<file path="config.mk">
export PLATFORM = sky130hd
export DESIGN_NAME = pcs_link_ctrl
export DESIGN_NICKNAME = d
export VERILOG_FILES = /design/src/rtl/pcs_link_ctrl_pkg.sv /design/src/rtl/pcs_timer.sv /design/src/rtl/pcs_link_ctrl.sv
export SDC_FILE = /design/constraint.sdc
export NUM_CORES = 1
export LEC_CHECK = 0
export ABC_AREA = 1
export CAP_MARGIN = 25
export CORE_MARGIN = 10
export CORE_UTILIZATION = 45
export CTS_CLUSTER_DIAMETER = 100
export CTS_CLUSTER_SIZE = 28
export DETAILED_ROUTE_END_ITERATION = 7
export HOLD_SLACK_MARGIN = 0.05
export PLACE_DENSITY_LB_ADDON = 0.1
export SETUP_SLACK_MARGIN = 0.05
export SYNTH_ARGS = -nofsm -noshare
export SYNTH_HDL_FRONTEND = slang
export SYNTH_SLANG_ARGS = --single-unit
export TNS_END_PERCENT = 50
</file>
<file path="constraint.sdc">
create_clock -name clk -period 4.6 [get_ports clk]
set_input_delay 0.92 -clock clk [delete_from_list [all_inputs] [get_ports clk]]
set_output_delay 0.92 -clock clk [all_outputs]
set_load 0.01 [all_outputs]
</file>
<file path="src/rtl/pcs_link_ctrl_pkg.sv">
// Shared types and constants for the 1000BASE-X PCS receive link controller.
// State encodings and SUDI field positions used by pcs_link_ctrl and its bench.
package pcs_link_ctrl_pkg;

  typedef enum logic [1:0] {
    PCS_LC_RESET_SYNC = 2'd0,
    PCS_LC_WAIT_SYNC  = 2'd1,
    PCS_LC_LINK_TIMER = 2'd2,
    PCS_LC_LINK_UP    = 2'd3
  } pcs_lc_state_e;

  localparam int SUDI_W        = 11;
  localparam int SUDI_EVEN_BIT = 10;

  localparam logic [7:0] LOSS_CNT_MAX = 8'hFF;

endpackage

</file>
<file path="src/rtl/pcs_timer.sv">
// Shared up-counter for the link controller's timed states.
// Synchronous clear; o_expire flags when the count equals the terminal value.
module pcs_timer #(
  parameter int CNT_W = 8
) (
  input  logic             clk,
  input  logic             rst_n,
  input  logic             i_clr,
  input  logic [CNT_W-1:0] i_term,
  output logic             o_expire
);

  logic [CNT_W-1:0] r_cnt;

  always_ff @(posedge clk or negedge rst_n) begin
    if (!rst_n) begin
      r_cnt <= '0;
    end else if (i_clr) begin
      r_cnt <= '0;
    end else begin
      r_cnt <= r_cnt + 1'b1;
    end
  end

  assign o_expire = (r_cnt == i_term);

endmodule

</file>
<file path="src/rtl/pcs_link_ctrl.sv">
// 1000BASE-X PCS receive link controller: synchronizer reset, link qualification, rx enable.
// Define PCS_LINK_STATS_EN to add the saturating loss-of-sync counter and loss_cnt port.
//
// state       | meaning
// RESET_SYNC  | synchronizer held in reset for RST_CYCLES
// WAIT_SYNC   | waiting for sync_status; re-reset after RESYNC_TIMEOUT
// LINK_TIMER  | sync_status must hold for LINK_TIMER cycles
// LINK_UP     | link qualified; rx_enable arms on first even code-group
module pcs_link_ctrl
  import pcs_link_ctrl_pkg::*;
#(
  parameter int RST_CYCLES     = 4,
  parameter int LINK_TIMER     = 16,
  parameter int RESYNC_TIMEOUT = 64,
  parameter int CNT_W          = 8
) (
  input  logic              clk,
  input  logic              reset,
  input  logic              sync_status,
  input  logic [SUDI_W-1:0] SUDI,
  input  logic              restart,
  output logic              sync_reset,
  output logic              link_up,
  output logic              rx_enable,
  output logic [1:0]        state
`ifdef PCS_LINK_STATS_EN
  ,
  output logic [7:0]        loss_cnt
`endif
);

  localparam logic [CNT_W-1:0] TERM_RST    = CNT_W'(RST_CYCLES - 1);
  localparam logic [CNT_W-1:0] TERM_RESYNC = CNT_W'(RESYNC_TIMEOUT - 1);
  localparam logic [CNT_W-1:0] TERM_LINK   = CNT_W'(LINK_TIMER - 1);

  pcs_lc_state_e    r_state;
  pcs_lc_state_e    w_next_state;
  logic             r_rx_en;
  logic             w_tmr_clr;
  logic             w_expire;
  logic [CNT_W-1:0] w_term;
  logic             w_unused_code_group;

  // The code-group itself is consumed downstream; only rx_even matters here.
  assign w_unused_code_group = ^SUDI[SUDI_EVEN_BIT-1:0];

  always_ff @(posedge clk or negedge reset) begin
    if (!reset) begin
      r_state <= PCS_LC_RESET_SYNC;
    end else begin
      r_state <= w_next_state;
    end
  end

  always_comb begin
    w_next_state = r_state;
    if (restart) begin
      w_next_state = PCS_LC_RESET_SYNC;
    end else begin
      case (r_state)
        PCS_LC_RESET_SYNC: if (w_expire) w_next_state = PCS_LC_WAIT_SYNC;
        PCS_LC_WAIT_SYNC: begin
          if (sync_status)   w_next_state = PCS_LC_LINK_TIMER;
          else if (w_expire) w_next_state = PCS_LC_RESET_SYNC;
        end
        PCS_LC_LINK_TIMER: begin
          if (!sync_status)  w_next_state = PCS_LC_WAIT_SYNC;
          else if (w_expire) w_next_state = PCS_LC_LINK_UP;
        end
        PCS_LC_LINK_UP:    if (!sync_status) w_next_state = PCS_LC_WAIT_SYNC;
        default:           w_next_state = PCS_LC_RESET_SYNC;
      endcase
    end
  end

  always_comb begin
    sync_reset = (r_state != PCS_LC_RESET_SYNC);
    link_up    = (r_state == PCS_LC_LINK_UP);
  end

  // Timer restarts on every state change and on restart (which re-arms the hold).
  assign w_tmr_clr = restart || (w_next_state != r_state) || (r_state == PCS_LC_LINK_UP);

  always_comb begin
    case (r_state)
      PCS_LC_RESET_SYNC: w_term = TERM_RST;
      PCS_LC_WAIT_SYNC:  w_term = TERM_RESYNC;
      PCS_LC_LINK_TIMER: w_term = TERM_LINK;
      default:           w_term = '0;
    endcase
  end

  pcs_timer #(
    .CNT_W (CNT_W)
  ) u_timer (
    .clk      (clk),
    .rst_n    (reset),
    .i_clr    (w_tmr_clr),
    .i_term   (w_term),
    .o_expire (w_expire)
  );

  // rx_even seen on the entry edge does not count; must be sampled inside LINK_UP.
  always_ff @(posedge clk or negedge reset) begin
    if (!reset) begin
      r_rx_en <= 1'b0;
    end else begin
      r_rx_en <= (w_next_state == PCS_LC_LINK_UP) &&
                 (r_rx_en || ((r_state == PCS_LC_LINK_UP) && SUDI[SUDI_EVEN_BIT]));
    end
  end

  assign rx_enable = r_rx_en;
  assign state     = r_state;

`ifdef PCS_LINK_STATS_EN
  logic [7:0] r_loss_cnt;

  // Restart out of LINK_UP goes to RESET_SYNC, so it never counts as a loss.
  always_ff @(posedge clk or negedge reset) begin
    if (!reset) begin
      r_loss_cnt <= 8'd0;
    end else if ((r_state == PCS_LC_LINK_UP) && (w_next_state == PCS_LC_WAIT_SYNC) &&
                 (r_loss_cnt != LOSS_CNT_MAX)) begin
      r_loss_cnt <= r_loss_cnt + 8'd1;
    end
  end

  assign loss_cnt = r_loss_cnt;
`endif

endmodule

</file>
-- After elaboration in Yosys (flattened, before gate mapping)
Index checks and enable logic that the tools add are counted.
- bits in registers: 11
- output and inout bits: 5
- input bits: 15
- word-level logic and storage cells: 27
- mux-type cells: 10
- equal/unequal tests: 6
- reductions and logical operators: 7
- add/sub/neg operators: 1
- operator list (cell ; number):
    6-bit one-hot mux with 3 select lines ; 1
    2-bit two-way mux ; 7
    8-bit by 1-bit adder with 8-bit output (second input constant) ; 1
    8-bit by 6-bit == test with 1-bit output ; 1
    8-bit two-way mux ; 1
    2-bit one-hot mux with 4 select lines ; 1
    2-bit == test (second input constant) ; 3
    1-bit logical OR ; 3
    2-bit by 1-bit == test with 1-bit output (second input constant) ; 1
    1-bit logical AND ; 2
    2-bit logical NOT ; 1
    2-bit != test ; 1
    2-bit nonzero test ; 1

-- Depth between registers and ports, before layout
- word-level depth: 11
- depth in mapped cells: 14
- gate-level depth less buffers: 14

-- Modules after synthesis
Synthesis repeated with hierarchy kept, for this count alone.
- cell total of the unflattened synthesis: 133
- area, all modules: 843.3 um^2
- modules (own cells, without submodules) (module ; sequential area each (um^2) ; area an instance (um^2) ; cells each ; times used):
    pcs_timer ; 200.2 ; 530.5 ; 84 ; 1
    pcs_link_ctrl ; 75.1 ; 312.8 ; 49 ; 1

-- Worst setup path before layout
OpenSTA, ideal clock, no wires.
- path kind: register -> register
- start: register r_state[0], in the netlist state[0]
- end: register u_timer.r_cnt[0]
- library setup time: 80 ps
- clock period less this slack: 1949 ps
- arrival time: 1869 ps
- stages on the path, launching flop included: 13
- path buffers: 0
- path slack: 2651 ps
- cell sequence: dfrtp_1 > inv_1 > ha_1 > o21bai_1 > nand2_1 > nor2_2 > nand2_2 > nand2_1 > a21oi_2 > nand2_2 > nand2_1 > nand3_4 > nor3_2
- longest elaborated chain between the ends: 11
- ends and longest elaborated chain (item ; RTL line ; text):
    from (decl) ; pcs_link_ctrl.sv:36 ; pcs_lc_state_e r_state;
    from (signal assigned) ; pcs_link_ctrl.sv:51 ; r_state <= w_next_state;
    2-bit == test, or another cell as far along ; pcs_link_ctrl.sv:60, pcs_link_ctrl.sv:85 ;
    6-bit one-hot mux with 3 select lines ; pcs_link_ctrl.sv:85 ; case (r_state)
    8-bit by 6-bit == test with 1-bit output ; pcs_timer.sv:25 ; assign o_expire = (r_cnt == i_term);
    2-bit two-way mux, on equally long branches ; pcs_link_ctrl.sv:68, pcs_link_ctrl.sv:64 ;
    2-bit two-way mux, on equally long branches ; pcs_link_ctrl.sv:67, pcs_link_ctrl.sv:63 ;
    2-bit one-hot mux with 4 select lines ; pcs_link_ctrl.sv:60 ; case (r_state)
    2-bit two-way mux ; pcs_link_ctrl.sv:57 ; if (restart) begin
    2-bit != test ; pcs_link_ctrl.sv:82 ; assign w_tmr_clr = restart || (w_next_state != r_state) || (r_state == PCS_LC_LINK_UP);
    1-bit logical OR ; pcs_link_ctrl.sv:82 ;
    1-bit logical OR * ; pcs_link_ctrl.sv:82 ;
    8-bit two-way mux * ; pcs_timer.sv:18 ; end else if (i_clr) begin
    to (signal assigned) ; pcs_timer.sv:21 ; r_cnt <= r_cnt + 1'b1;
    to (decl) ; pcs_timer.sv:13 ; logic [CNT_W-1:0] r_cnt;
Every way passes the cells marked *; elsewhere a longest branch is shown, timed or not.

-- Final worst setup path
- start: register r_state[0], in the netlist state[0]
- end: output port sync_reset
- longest elaborated chain between the ends: 1
- ends and longest elaborated chain (item ; RTL line ; text):
    2-bit nonzero test ; pcs_link_ctrl.sv:77 ; sync_reset = (r_state != PCS_LC_RESET_SYNC);
    to (decl) ; pcs_link_ctrl.sv:22 ; output logic sync_reset,
Every way passes these cells.

==> run summary <==
=====================================================================================================
Cell depth of the worst min-delay path .................................................            1
Met1 track utilization from global routing .............................................       0.1021
Crit path capture type .................................................................   output pin
YS warnings ............................................................................            0
Post-Synthesis Cells ...................................................................          100
Average vias per placed instance .......................................................        4.739
Total vias in the final route ..........................................................          654
End of the worst register-to-register path ............................................. u_timer.r_cnt[0]$_DFF_PN0_
R2R Path Start ......................................................................... state[0]$_DFF_PN0_
Hold Crit Endpoint ..................................................................... u_timer.r_cnt[0]$_DFF_PN0_
Number of synthesized register bits ....................................................           11
Layout Cells excl Fill .................................................................          138
Total wire length after detailed routing ...............................................      1582 µm
Share of synthesized area spent on multiplexers ........................................            0
Remaining antenna violation count ......................................................            0
Synthesized-area fraction occupied by ao, oa, aoi and oai cells ........................      0.05766
Number of global-route vias before repair ..............................................          644
# H-tree levels ........................................................................            1
Met3 Track Usage GR ....................................................................      0.02688
Post-synthesis share of cell area spent on xor and xnor gates ..........................      0.05311
Postcts setup bufs .....................................................................            0
Combined global-route utilization of all metal layers ..................................      0.08234
Post-Synthesis Net Count ...............................................................          122
Count of inserted antenna diode cells ..................................................            0
CTS tree ...............................................................................          yes
DIE WIDTH ..............................................................................     62.81 µm
Portion of the post-synthesis area used by sequential elements .........................       0.3338
Dominant combinational cell family by area after synthesis ............................. simple AND/OR/NAND/NOR gates
Count of routing violations after the opening detailed-route iteration .................           13
Hold slack .............................................................................    0.5449 ns
Fin Clk Skew ........................................................................... 0.0008539 ns
Commonest cells after routing, fill and taps aside ..................................... 20 x sky130_fd_sc_hd__nand2_1, 14 x sky130_fd_sc_hd__inv_1, 11 x sky130_fd_sc_hd__dfrtp_1, 9 x sky130_fd_sc_hd__clkdlybuf4s50_1
Max Freq ...............................................................................   0.3778 GHz
Fraction of the mapped netlist area in simple logic gates ..............................       0.3763
Post-layout min period .................................................................     2.647 ns
Worst endpoint data arrival time .......................................................      1.73 ns
Resized cells post-CTS .................................................................            0
Count of hold-fix buffers inserted at cts ..............................................            0
GR peak layer ..........................................................................         met2
Share of the clock period used by the worst path .......................................       0.5755
Count of distinct cell types in the synthesized netlist ................................           21
Fraction of layout instances using a drive strength above 1 ............................       0.2301
Aggregate global routing overflow ......................................................            0
Met2 Track Usage GR ....................................................................       0.1269
Depth of the worst register-to-register path ...........................................           12
# clock sinks ..........................................................................           11
Setup total negative slack .............................................................         0 ns
Critical path peak fanout ..............................................................            7
Initial DRT Pass Iterations ............................................................            4
Skew-Pair Late Insertion Delay .........................................................      0.26 ns
Placed cells ...........................................................................          134
Number of clock buffers inserted by TritonCTS ..........................................            3
Residual DRC count .....................................................................            0
Routed len/inst ........................................................................     11.46 µm
Final Slew Violations ..................................................................            0
Post-synthesis share of cell area spent on full adders, half adders and majority gates .       0.1062
Maximum root-to-sink buffer count ......................................................            2
Power Dens Cells ....................................................................... 379.2 nW/µm²
Standby leakage power ..................................................................    0.4686 nW
Register-to-register setup slack .......................................................      2.44 ns
Slew at the pin closest to its max-slew limit ..........................................    0.5043 ns
Slew margin rel. .......................................................................       0.6627
Routability congestion estimate from global placement ..................................       0.7596
Number of nets in the layout ...........................................................          136
Starting density of the core ...........................................................       0.4775
Commonest non-fill, non-tap cell in the layout ......................................... sky130_fd_sc_hd__nand2_1
Worst Setup Slack post-DPL .............................................................     2.234 ns
Type of the worst setup path ........................................................... flop to output pin
Detailed Place HPWL ....................................................................      1252 µm
Clock slew seen by the registers of the worst setup and hold paths .....................      0.07 ns
Wire length of the first global-routing pass ...........................................      2753 µm
I/O pin count ..........................................................................           20
Antenna violations before repair .......................................................            0
Overall die area .......................................................................     3944 µm²
Average cell area after synthesis ......................................................    8.245 µm²
Fin worst setup slack ..................................................................     1.953 ns
Setup repair after global routing missed its margin ....................................           no
Final Hold Vio Count ...................................................................            0
Final setup vio count ..................................................................            0
Maximum resistive drop on vdd ..........................................................    0.2591 mV
Outcome ................................................................................ finished, final reports clean
Required time reported for the critical path endpoint ..................................      3.68 ns
CORE AREA ..............................................................................     1727 µm²
Vertical extent of the die .............................................................     62.81 µm
Area Growth Syn to Fin .................................................................       17.91%
Max Cap Viol ...........................................................................            0
Final Core Density .....................................................................       0.5630
Worst min-delay path startpoint ........................................................ u_timer.r_cnt[0]$_DFF_PN0_
Post-synthesis instance area ...........................................................    824.5 µm²
IO Port Bufs ...........................................................................            9
Startpoint type of the worst setup path ................................................         flop
Number of standard-cell rows in the floorplan ..........................................           15
Tightest Hold Check Type ............................................................... flop to flop
Clock root buffer master ............................................................... sky130_fd_sc_hd__clkbuf_4
Largest net degree at the start of global routing ......................................           12
=====================================================================================================
## critical path: stages (launching register included)
cell,delay (ns)
sky130_fd_sc_hd__dfrtp_1,0.47
sky130_fd_sc_hd__inv_1,0.18
sky130_fd_sc_hd__ha_1,0.23
sky130_fd_sc_hd__inv_1,0.06
sky130_fd_sc_hd__clkdlybuf4s50_1,0.53
## cells by family after synthesis
| family | Yosys count |
|---|---|
| AND/OR/NAND/NOR | 54 |
| flip-flops | 11 |
| adder cells (fa/ha/maj) | 7 |
| buffers and inverters | 16 |
| AO/OA/AOI/OAI | 7 |
| XOR/XNOR | 5 |
## how the worst max path moves through the flow
| stage | to | cells past startpoint | slack [ns] | start |
|---|---|---|---|---|
| after floorplan | u_timer.r_cnt[0]$_DFF_PN0_ | 12 | 2.65 | state[0]$_DFF_PN0_ |
| after global placement | sync_reset | 4 | 2.23 | state[0]$_DFF_PN0_ |
| after detailed placement | sync_reset | 4 | 2.23 | state[0]$_DFF_PN0_ |
| after CTS | sync_reset | 4 | 1.94 | state[0]$_DFF_PN0_ |
| after global routing | sync_reset | 4 | 1.83 | state[0]$_DFF_PN0_ |
| final | sync_reset | 4 | 1.95 | state[0]$_DFF_PN0_ |
## final cells by class
type / instances / area (µm²)
clock buffer: 4 / 26.28
fill: 176 / 754.5
inverter: 16 / 60.06
multi-input combinational: 73 / 489.2
sequential: 11 / 275.3
tap: 25 / 31.28
timing repair buffer: 9 / 90.09
## power breakdown
part           total [W]  switching (W)  internal (W)
sequential      0.000127      0.0000181      0.000109
clock          0.0000665      0.0000330     0.0000335
combinational   0.000175       0.000109     0.0000669
total           0.000369       0.000160      0.000209
## through the flow
stage / power [W] / area (µm²)
CTS: 0.0003725 / 972.2
floorplan: 0.0002576 / 824.5
detailed placement: 0.0003052 / 945.9
global placement: 0.0003030 / 945.9
finish: 0.0003687 / 972.2
global route: 0.0004014 / 972.2
## flip-flops by register name, indices dropped and copies added (netlist names)
signal / count
u_timer.r_cnt: 8
rx_enable: 1
state: 2
## per-layer routing
| metal | vias up | part of all wire |
|---|---|---|
| met4 | 0 | 0.0076 |
| met5 | - | 0 |
| met2 | 9 | 0.47 |
| met1 | 301 | 0.47 |
| met3 | 2 | 0.047 |
| li1 | 342 | - |
## Yosys cell counts, drive strengths merged
| cell type | count | area, µm² |
|---|---|---|
| inv | 16 | 60.06 |
| ha | 7 | 87.58 |
| nor3 | 11 | 95.09 |
| a21oi | 4 | 27.53 |
| xor2 | 3 | 26.28 |
| o21ai | 1 | 5.000 |
| o21bai | 1 | 7.510 |
| nand2 | 27 | 123.9 |
| nor2 | 6 | 27.52 |
| or2 | 1 | 6.260 |
| a21o | 1 | 7.510 |
| xnor2 | 2 | 17.52 |
| nand3 | 9 | 57.56 |
| dfrtp | 11 | 275.3 |
Note: power is estimated with default switching activity, not from simulation.
